**src/rtl/sprite_scheduler_if.sv**
```systemverilog
// Request/loader bundle between the game FSM, the sprite scheduler and the pixel loader.
// LOAD_COUNT/TIMEOUT_COUNT carry data only when SPRITE_SCHED_STATS_EN is defined.
interface sprite_scheduler_if #(
  parameter int CNT_W = 16
);
  logic [7:0]       REQ;
  logic             LOAD_DONE;
  logic             HOLD;
  logic             ERR_CLR;
  logic [7:0]       SPRITES_EN;
  logic             BUSY;
  logic [2:0]       GRANT_ID;
  logic [7:0]       ACK;
  logic             ERR;
  logic [CNT_W-1:0] LOAD_COUNT;
  logic [CNT_W-1:0] TIMEOUT_COUNT;

  modport master (
    output REQ, LOAD_DONE, HOLD, ERR_CLR,
    input  SPRITES_EN, BUSY, GRANT_ID, ACK, ERR, LOAD_COUNT, TIMEOUT_COUNT
  );

  modport slave (
    input  REQ, LOAD_DONE, HOLD, ERR_CLR,
    output SPRITES_EN, BUSY, GRANT_ID, ACK, ERR, LOAD_COUNT, TIMEOUT_COUNT
  );
endinterface

```
**src/rtl/sprite_scheduler.sv**
```systemverilog
// Sprite-load arbiter: background fixed-highest, round-robin over bits 0..6, one sprite at a time.
// Optional saturating load/timeout statistics are enabled with `define SPRITE_SCHED_STATS_EN.
module sprite_scheduler #(
  parameter int               CNT_W          = 16,
  parameter logic [CNT_W-1:0] TIMEOUT_CYCLES = 16'd65535
) (
  input logic               CLK,
  input logic               RESET_N,
  sprite_scheduler_if.slave bus
);

  typedef enum logic [1:0] {IDLE, GRANT, LOAD, RELEASE} state_t;

  localparam logic [CNT_W-1:0] LAST_TICK = TIMEOUT_CYCLES - CNT_W'(1);

  state_t           state_r;
  state_t           state_next_s;
  logic [7:0]       pending_r;
  logic [2:0]       rr_ptr_r;
  logic [2:0]       grant_id_r;
  logic [CNT_W-1:0] timer_r;
  logic [7:0]       sprites_en_r;
  logic [7:0]       ack_r;
  logic             err_r;
  logic             busy_r;
  logic             grant_s;
  logic             done_s;
  logic             timeout_s;
  logic [2:0]       pick_s;

  function automatic logic [7:0] onehot8(input logic [2:0] id);
    onehot8 = 8'd1 << id;
  endfunction

  // Background wins outright; otherwise scan ascending from the sprite after the last winner.
  function automatic logic [2:0] pick_sprite(input logic [7:0] pend, input logic [2:0] ptr);
    logic [2:0] idx;
    logic       found;
    pick_sprite = 3'd0;
    found       = 1'b0;
    if (pend[7]) begin
      pick_sprite = 3'd7;
    end else begin
      for (int k = 0; k < 7; k++) begin
        idx = 3'((int'(ptr) + 1 + k) % 7);
        if (!found && pend[idx]) begin
          pick_sprite = idx;
          found       = 1'b1;
        end
      end
    end
  endfunction

  assign pick_s = pick_sprite(pending_r, rr_ptr_r);

  // State register.
  always_ff @(posedge CLK or negedge RESET_N) begin
    if (!RESET_N) state_r <= IDLE;
    else          state_r <= state_next_s;
  end

  // Next-state and per-cycle event strobes.
  always_comb begin
    state_next_s = state_r;
    grant_s      = 1'b0;
    done_s       = 1'b0;
    timeout_s    = 1'b0;
    case (state_r)
      IDLE: begin
        if (pending_r != 8'd0) begin
          state_next_s = GRANT;
          grant_s      = 1'b1;
        end else begin
          state_next_s = IDLE;
        end
      end
      GRANT: state_next_s = LOAD;
      LOAD: begin
        if (bus.LOAD_DONE) begin
          done_s       = 1'b1;
          state_next_s = RELEASE;
        end else if (!bus.HOLD && (timer_r == LAST_TICK)) begin
          timeout_s    = 1'b1;
          state_next_s = RELEASE;
        end else begin
          state_next_s = LOAD;
        end
      end
      RELEASE: state_next_s = IDLE;
      default: state_next_s = IDLE;
    endcase
  end

  // Pending set/clear (a new request beats the grant clear), grant capture and round-robin pointer.
  always_ff @(posedge CLK or negedge RESET_N) begin
    if (!RESET_N) begin
      pending_r  <= 8'd0;
      rr_ptr_r   <= 3'd6;
      grant_id_r <= 3'd0;
    end else begin
      pending_r <= (pending_r & ~(grant_s ? onehot8(pick_s) : 8'd0)) | bus.REQ;
      if (grant_s) begin
        grant_id_r <= pick_s;
        if (pick_s != 3'd7) rr_ptr_r <= pick_s;
      end
    end
  end

  // Load watchdog; HOLD cycles are not counted.
  always_ff @(posedge CLK or negedge RESET_N) begin
    if (!RESET_N)                           timer_r <= {CNT_W{1'b0}};
    else if (state_r == GRANT)              timer_r <= {CNT_W{1'b0}};
    else if (state_r == LOAD && !bus.HOLD)  timer_r <= timer_r + CNT_W'(1);
  end

  // Registered loader enable, completion ack, sticky error and busy flag.
  always_ff @(posedge CLK or negedge RESET_N) begin
    if (!RESET_N) begin
      sprites_en_r <= 8'd0;
      ack_r        <= 8'd0;
      err_r        <= 1'b0;
      busy_r       <= 1'b0;
    end else begin
      sprites_en_r <= (state_next_s == LOAD) ? (8'h80 | onehot8(grant_id_r)) : 8'd0;
      ack_r        <= done_s ? onehot8(grant_id_r) : 8'd0;
      busy_r       <= (state_next_s != IDLE);
      if (timeout_s)        err_r <= 1'b1;
      else if (bus.ERR_CLR) err_r <= 1'b0;
    end
  end

  // HOLD masks the loader's run bit without waiting for a clock edge.
  assign bus.SPRITES_EN = sprites_en_r & ~{bus.HOLD, 7'd0};
  assign bus.BUSY       = busy_r;
  assign bus.GRANT_ID   = grant_id_r;
  assign bus.ACK        = ack_r;
  assign bus.ERR        = err_r;

`ifdef SPRITE_SCHED_STATS_EN
  logic [CNT_W-1:0] load_count_r;
  logic [CNT_W-1:0] timeout_count_r;

  // Saturating completion and timeout counters.
  always_ff @(posedge CLK or negedge RESET_N) begin
    if (!RESET_N) begin
      load_count_r    <= {CNT_W{1'b0}};
      timeout_count_r <= {CNT_W{1'b0}};
    end else begin
      if (done_s && load_count_r != {CNT_W{1'b1}})
        load_count_r <= load_count_r + CNT_W'(1);
      if (timeout_s && timeout_count_r != {CNT_W{1'b1}})
        timeout_count_r <= timeout_count_r + CNT_W'(1);
    end
  end

  assign bus.LOAD_COUNT    = load_count_r;
  assign bus.TIMEOUT_COUNT = timeout_count_r;
`else
  assign bus.LOAD_COUNT    = {CNT_W{1'b0}};
  assign bus.TIMEOUT_COUNT = {CNT_W{1'b0}};
`endif

endmodule
```
**src/flat_wrapper.sv**
```systemverilog
// flat-port wrapper written by rule: the top's interface ports become plain ports
module sprite_scheduler_flat 
#(
  parameter int               CNT_W          = 16,
  parameter logic [CNT_W-1:0] TIMEOUT_CYCLES = 16'd65535
)
  (CLK, RESET_N, bus_REQ, bus_LOAD_DONE, bus_HOLD, bus_ERR_CLR, bus_SPRITES_EN, bus_BUSY, bus_GRANT_ID, bus_ACK, bus_ERR, bus_LOAD_COUNT, bus_TIMEOUT_COUNT);
  sprite_scheduler_if #(.CNT_W(CNT_W)) bus_i ();
  input logic CLK;
  input logic RESET_N;
  input wire logic [$bits(bus_i.REQ)-1:0] bus_REQ;
  input wire logic [$bits(bus_i.LOAD_DONE)-1:0] bus_LOAD_DONE;
  input wire logic [$bits(bus_i.HOLD)-1:0] bus_HOLD;
  input wire logic [$bits(bus_i.ERR_CLR)-1:0] bus_ERR_CLR;
  output wire logic [$bits(bus_i.SPRITES_EN)-1:0] bus_SPRITES_EN;
  output wire logic [$bits(bus_i.BUSY)-1:0] bus_BUSY;
  output wire logic [$bits(bus_i.GRANT_ID)-1:0] bus_GRANT_ID;
  output wire logic [$bits(bus_i.ACK)-1:0] bus_ACK;
  output wire logic [$bits(bus_i.ERR)-1:0] bus_ERR;
  output wire logic [$bits(bus_i.LOAD_COUNT)-1:0] bus_LOAD_COUNT;
  output wire logic [$bits(bus_i.TIMEOUT_COUNT)-1:0] bus_TIMEOUT_COUNT;
  assign bus_i.REQ = bus_REQ;
  assign bus_i.LOAD_DONE = bus_LOAD_DONE;
  assign bus_i.HOLD = bus_HOLD;
  assign bus_i.ERR_CLR = bus_ERR_CLR;
  assign bus_SPRITES_EN = bus_i.SPRITES_EN;
  assign bus_BUSY = bus_i.BUSY;
  assign bus_GRANT_ID = bus_i.GRANT_ID;
  assign bus_ACK = bus_i.ACK;
  assign bus_ERR = bus_i.ERR;
  assign bus_LOAD_COUNT = bus_i.LOAD_COUNT;
  assign bus_TIMEOUT_COUNT = bus_i.TIMEOUT_COUNT;
  sprite_scheduler #(.CNT_W(CNT_W), .TIMEOUT_CYCLES(TIMEOUT_CYCLES)) u_core (.CLK(CLK), .RESET_N(RESET_N), .bus(bus_i));
endmodule
```
**config.mk**
```make
export PLATFORM = sky130hd
export DESIGN_NAME = sprite_scheduler_flat
export DESIGN_NICKNAME = d
export VERILOG_FILES = /design/src/rtl/sprite_scheduler_if.sv /design/src/rtl/sprite_scheduler.sv /design/src/flat_wrapper.sv
export SDC_FILE = /design/constraint.sdc
export NUM_CORES = 1
export LEC_CHECK = 0
export BUFFER_PORTS_ARGS = -buffer_cell sky130_fd_sc_hd__buf_2
export CAP_MARGIN = 20
export CORE_ASPECT_RATIO = 1.5
export CORE_MARGIN = 2
export CORE_UTILIZATION = 40
export DETAILED_ROUTE_END_ITERATION = 16
export PLACE_DENSITY_LB_ADDON = 0.2
export SLEW_MARGIN = 20
export SYNTH_ARGS = -nofsm -noshare
export SYNTH_HDL_FRONTEND = slang
export SYNTH_SLANG_ARGS = --single-unit
```
**constraint.sdc**
```tcl
create_clock -name CLK -period 6.8 [get_ports CLK]
set_input_delay 1.02 -clock CLK [delete_from_list [all_inputs] [get_ports CLK]]
set_output_delay 1.02 -clock CLK [all_outputs]
set_load 0.05 [all_outputs]
```
==> summary.txt <==
Outcome
  • Outcome: finished, final reports clean

Clock tree
  • Post-CTS Setup Bufs: 0
  • # hold bufs at CTS: 0
  • Clk buf depth: 2
  • Clock slew at reported path FFs: 0.07 ns
  • # clock sinks: 50
  • Insertion delay to the later sink of the worst-skew pair: 0.29 ns
  • CTS resizes: 0
  • Cts bufs inserted: 5
  • Root buf cell: clkbuf_16
  • H-tree lvl count: 2
  • CTS tree: built

Worst setup path
  • Buf+Inv Stages, Crit Path: 3
  • CP max-delay cell: dfstp_2
  • Critical path type: reg -> reg
  • CP cell instances: inv_1 > ha_1 > buf_4 > ha_1 > nor2b_2 > a21boi_0 > nor3_1 > nor2_1 > ha_1 > o21ai_1 > a311oi_2 > nor2_1 > ha_1 > mux4_2 > inv_1 > o311ai_0 > o21ai_0 > a2bb2oi_1 > nand2_1 > a2111o_1 > a211oi_2 > a211oi_2 > o41a_1
  • CP top delay family: compound AO/OA/AOI/OAI gates
  • Crit path top cell by count: ha_1
  • Setup slack, reg-to-reg: approximately 0.37 ns
  • Critical path endpoint category: flip-flop
  • Worst setup SP type: flip-flop
  • Critical Path RT: 6.97 ns
  • Cell depth of the worst flop-to-flop path: 23
  • CP max FO: 24
  • Worst R2R End: u_core.pending_r[3]
  • Crit-path max cell delay: 0.68 ns
  • Critical R2R Launch: u_core.rr_ptr_r[1]
  • Critical Path AT: around 6.6 ns

Layout
  • Fin nets: 815
  • Register Area: roughly 1300 um2
  • Area growth syn-to-layout: 6.82%
  • Share of cells above drive strength 1: 16.2%
  • Commonest non-fill, non-tap cell in the layout: nor2_1
  • Post-route cell area: ~6600 um2
  • N_diodes: 0
  • Area occupied by multi-input gates: about 4500 um2
  • Fill count: between 1500 and 2000
  • Post-Layout Cell Count: about 970
  • Most frequent cells in the layout: nor2_1, nand2_1, dfrtp_1, a21oi_1, ha_1

Global routing
  • Largest net degree at the start of global routing: 51
  • Total grt overflow: 0
  • Initial antenna violation count: 0
  • Total GRT Usage: a little over a fifth
  • First-pass GRT wire length: 28.9 mm
  • Number of global-route vias before repair: ~5600

Pwr
  • Power per cell area: around 560 nW/um2
  • Final Power: approximately 3.7 mW
  • VDD IR-drop max: 0.355 mV
  • Pleak: approximately 2.8 nW

Routing
  • Antenna-violating nets left: 0
  • Residual DRC count: 0
  • Drt initial violations: 387
  • WL final: between 15 and 20 mm
  • Routed len/inst: between 15 and 20 um
  • Vias/cell: roughly 6
  • Pre-antenna DRT Iters: 5
  • Via count: 5831

Logic synthesis
  • Synth top area cells: dfrtp_1, ha_1, buf_4, mux2i_1, nor2_1
  • Count of cell types in the netlist: 91
  • Synth area leader: dfrtp_1
  • Post-synthesis xor/xnor area fraction: 5.18%
  • Simple-Gate Fraction of Synth Area: between 20% and 30%
  • Ys flop type: dfrtp_1
  • Sequential-to-total area share from yosys stat: roughly a fifth
  • Multiplexer area fraction after synthesis: between 10% and 20%
  • Adder-Cell Fraction of Synth Area: under 10%
  • Mapped Cells: 759
  • Synth Register Bits: 50
  • Compound-Gate Fraction of Synth Area: around 26%
  • Post-synth design cell area: slightly above 6000 um2
  • Share of the synthesized area in the top cell type: ~19%
  • Combinational family with the most area after synthesis: compound AO/OA/AOI/OAI gates
  • Ys Warns: 0
  • Post-synth EDFFs: 0
  • Post-synth ARST share: between 90% and 100%
  • Avg Cell Area, Syn: a little over 8 um2

Worst hold path
  • Hold Startpoint: u_core.bus.ERR
  • HP Class: reg -> reg
  • WHS Endpoint: u_core.bus.ERR
  • Min-Delay Path Depth: 2

Floorplan
  • Number of I/O pins: 66
  • Num rows: 55
  • Core Area: between 15000 and 20000 um2
  • DIE AREA: between 15000 and 20000 um2
  • Die Ht: 156 um
  • Chip width: between 100 and 150 um
  • Initial core utilization: about two fifths

Job
  • Max-Cap Viols: 0

STA
  • Final Hold Viols: 0
  • Max Slew Vio Count: 0
  • FMAX: about 160 MHz
  • Clock Skews: roughly 0.008 ns
  • Slew headroom: 53.7%
  • Setup violations, final: 0
  • Min Tclk post-route: between 6 and 7 ns
  • Final worst-path cycle share: 94.6%
  • Worst-Margin Slew: between 0.6 and 0.7 ns

Place
  • Port Buffers: 33
  • DP Area: approximately 6400 um2
  • Placed cells: 958
  • Post-DP HPWL: 13.7 mm
  • Routability cong.: about 0.94
[per-stage QoR]
step | setup TNS [ns] | setup WS (ns) | util [%] | hold WS, ns
after detailed placement | 0 | 0.112 | 42.0 | 0.539
after global placement | 0 | 0.256 | 42.0 | 0.517
after floorplan | 0 | 0.0254 | - | 0.497
after CTS | 0 | 0.0857 | 43.1 | 0.552
final | 0 | 0.370 | 43.6 | 0.546
after global routing | -0.0382 | -0.0382 | 43.6 | 0.568
[how the worst max path moves through the flow]
stage	from	cells after the start	to
2_1_floorplan	u_core.rr_ptr_r[0]	26	u_core.pending_r[3]
3_5_place_dp	u_core.rr_ptr_r[1]	20	u_core.pending_r[2]
6_report	u_core.rr_ptr_r[1]	23	u_core.pending_r[3]
4_1_cts	u_core.rr_ptr_r[1]	20	u_core.pending_r[2]
5_1_grt	u_core.rr_ptr_r[1]	23	u_core.pending_r[3]
3_3_place_gp	u_core.rr_ptr_r[1]	21	u_core.pending_r[2]
[report_power, final]
part	leakage (nW)	internal [mW]	switching (mW)	total (mW)
Clock	0.0819	0.176	0.112	0.289
Combinational	2.13	1.13	1.85	2.98
Sequential	0.626	0.351	0.0981	0.449
[registers in the layout, summed over array words and instances (netlist names)]
signal and count:
u_core.bus.ERR 1, u_core.sprites_en_r 8, u_core.pending_r 8, u_core.bus.GRANT_ID 3, u_core.state_r 2, u_core.bus.ACK 8, u_core.timer_r 16, u_core.bus.BUSY 1
u_core.rr_ptr_r 3
[cell usage after synthesis (14+ instances only)]
cell type	instances
ha_1	35
xor2_1	15
clkbuf_1	23
inv_1	30
nor2_1	75
a31oi_1	14
o21ai_0	28
dfrtp_1	48
xnor2_1	17
nand3_1	16
buf_4	41
mux2i_1	29
nor3_1	17
nand2_1	62
a21oi_1	36
[routing by layer]
metal  routed length (um)  vias to the layer above  global-route usage [%]  part of all wire (%)
li1                     -                     2742                       -                     -
met1                 7270                     2806                    26.3                    40
met2                 9210                      240                    39.4                    51
met3                 1060                       43                    2.17                   5.8
met4                  538                        0                    5.58                   3.0
met5                    0                        -                       0                     0
[worst register-to-register path, stage by stage (launching register included)]
cell and delay (ns):
dfstp_2 0.68, inv_1 0.20, ha_1 0.36, buf_4 0.33, ha_1 0.29, nor2b_2 0.27, a21boi_0 0.15, nor3_1 0.30
nor2_1 0.08, ha_1 0.23, o21ai_1 0.22, a311oi_2 0.20, nor2_1 0.25, ha_1 0.31, mux4_2 0.36, inv_1 0.04
o311ai_0 0.09, o21ai_0 0.23, a2bb2oi_1 0.24, nand2_1 0.15, a2111o_1 0.43, a211oi_2 0.35, a211oi_2 0.14, o41a_1 0.40
[area by class of cell]
cell class / instances / share of cell area, %
Tap cell: 199 / 3.77
Multi-Input combinational cell: 625 / 68.2
Inverter: 35 / 2.03
Sequential cell: 50 / 19.0
Clock inverter: 3 / 0.738
Timing Repair Buffer: 49 / 4.36
Clock buffer: 5 / 1.89
[logic make-up (layout without fill, tap and decap cells)]
kind of cell               count (synthesis)  after routing
AOI/OAI and AO/OA                        212            212
xor gates and xnor gates                  34             34
adders and majority gates                 36             36
buffers and inverters                    115             92
DFF                                       50             50
muxes                                     49             49
other                                      1             32
and+or+nand+nor                          262            262
(Power assumes the default switching activity.)
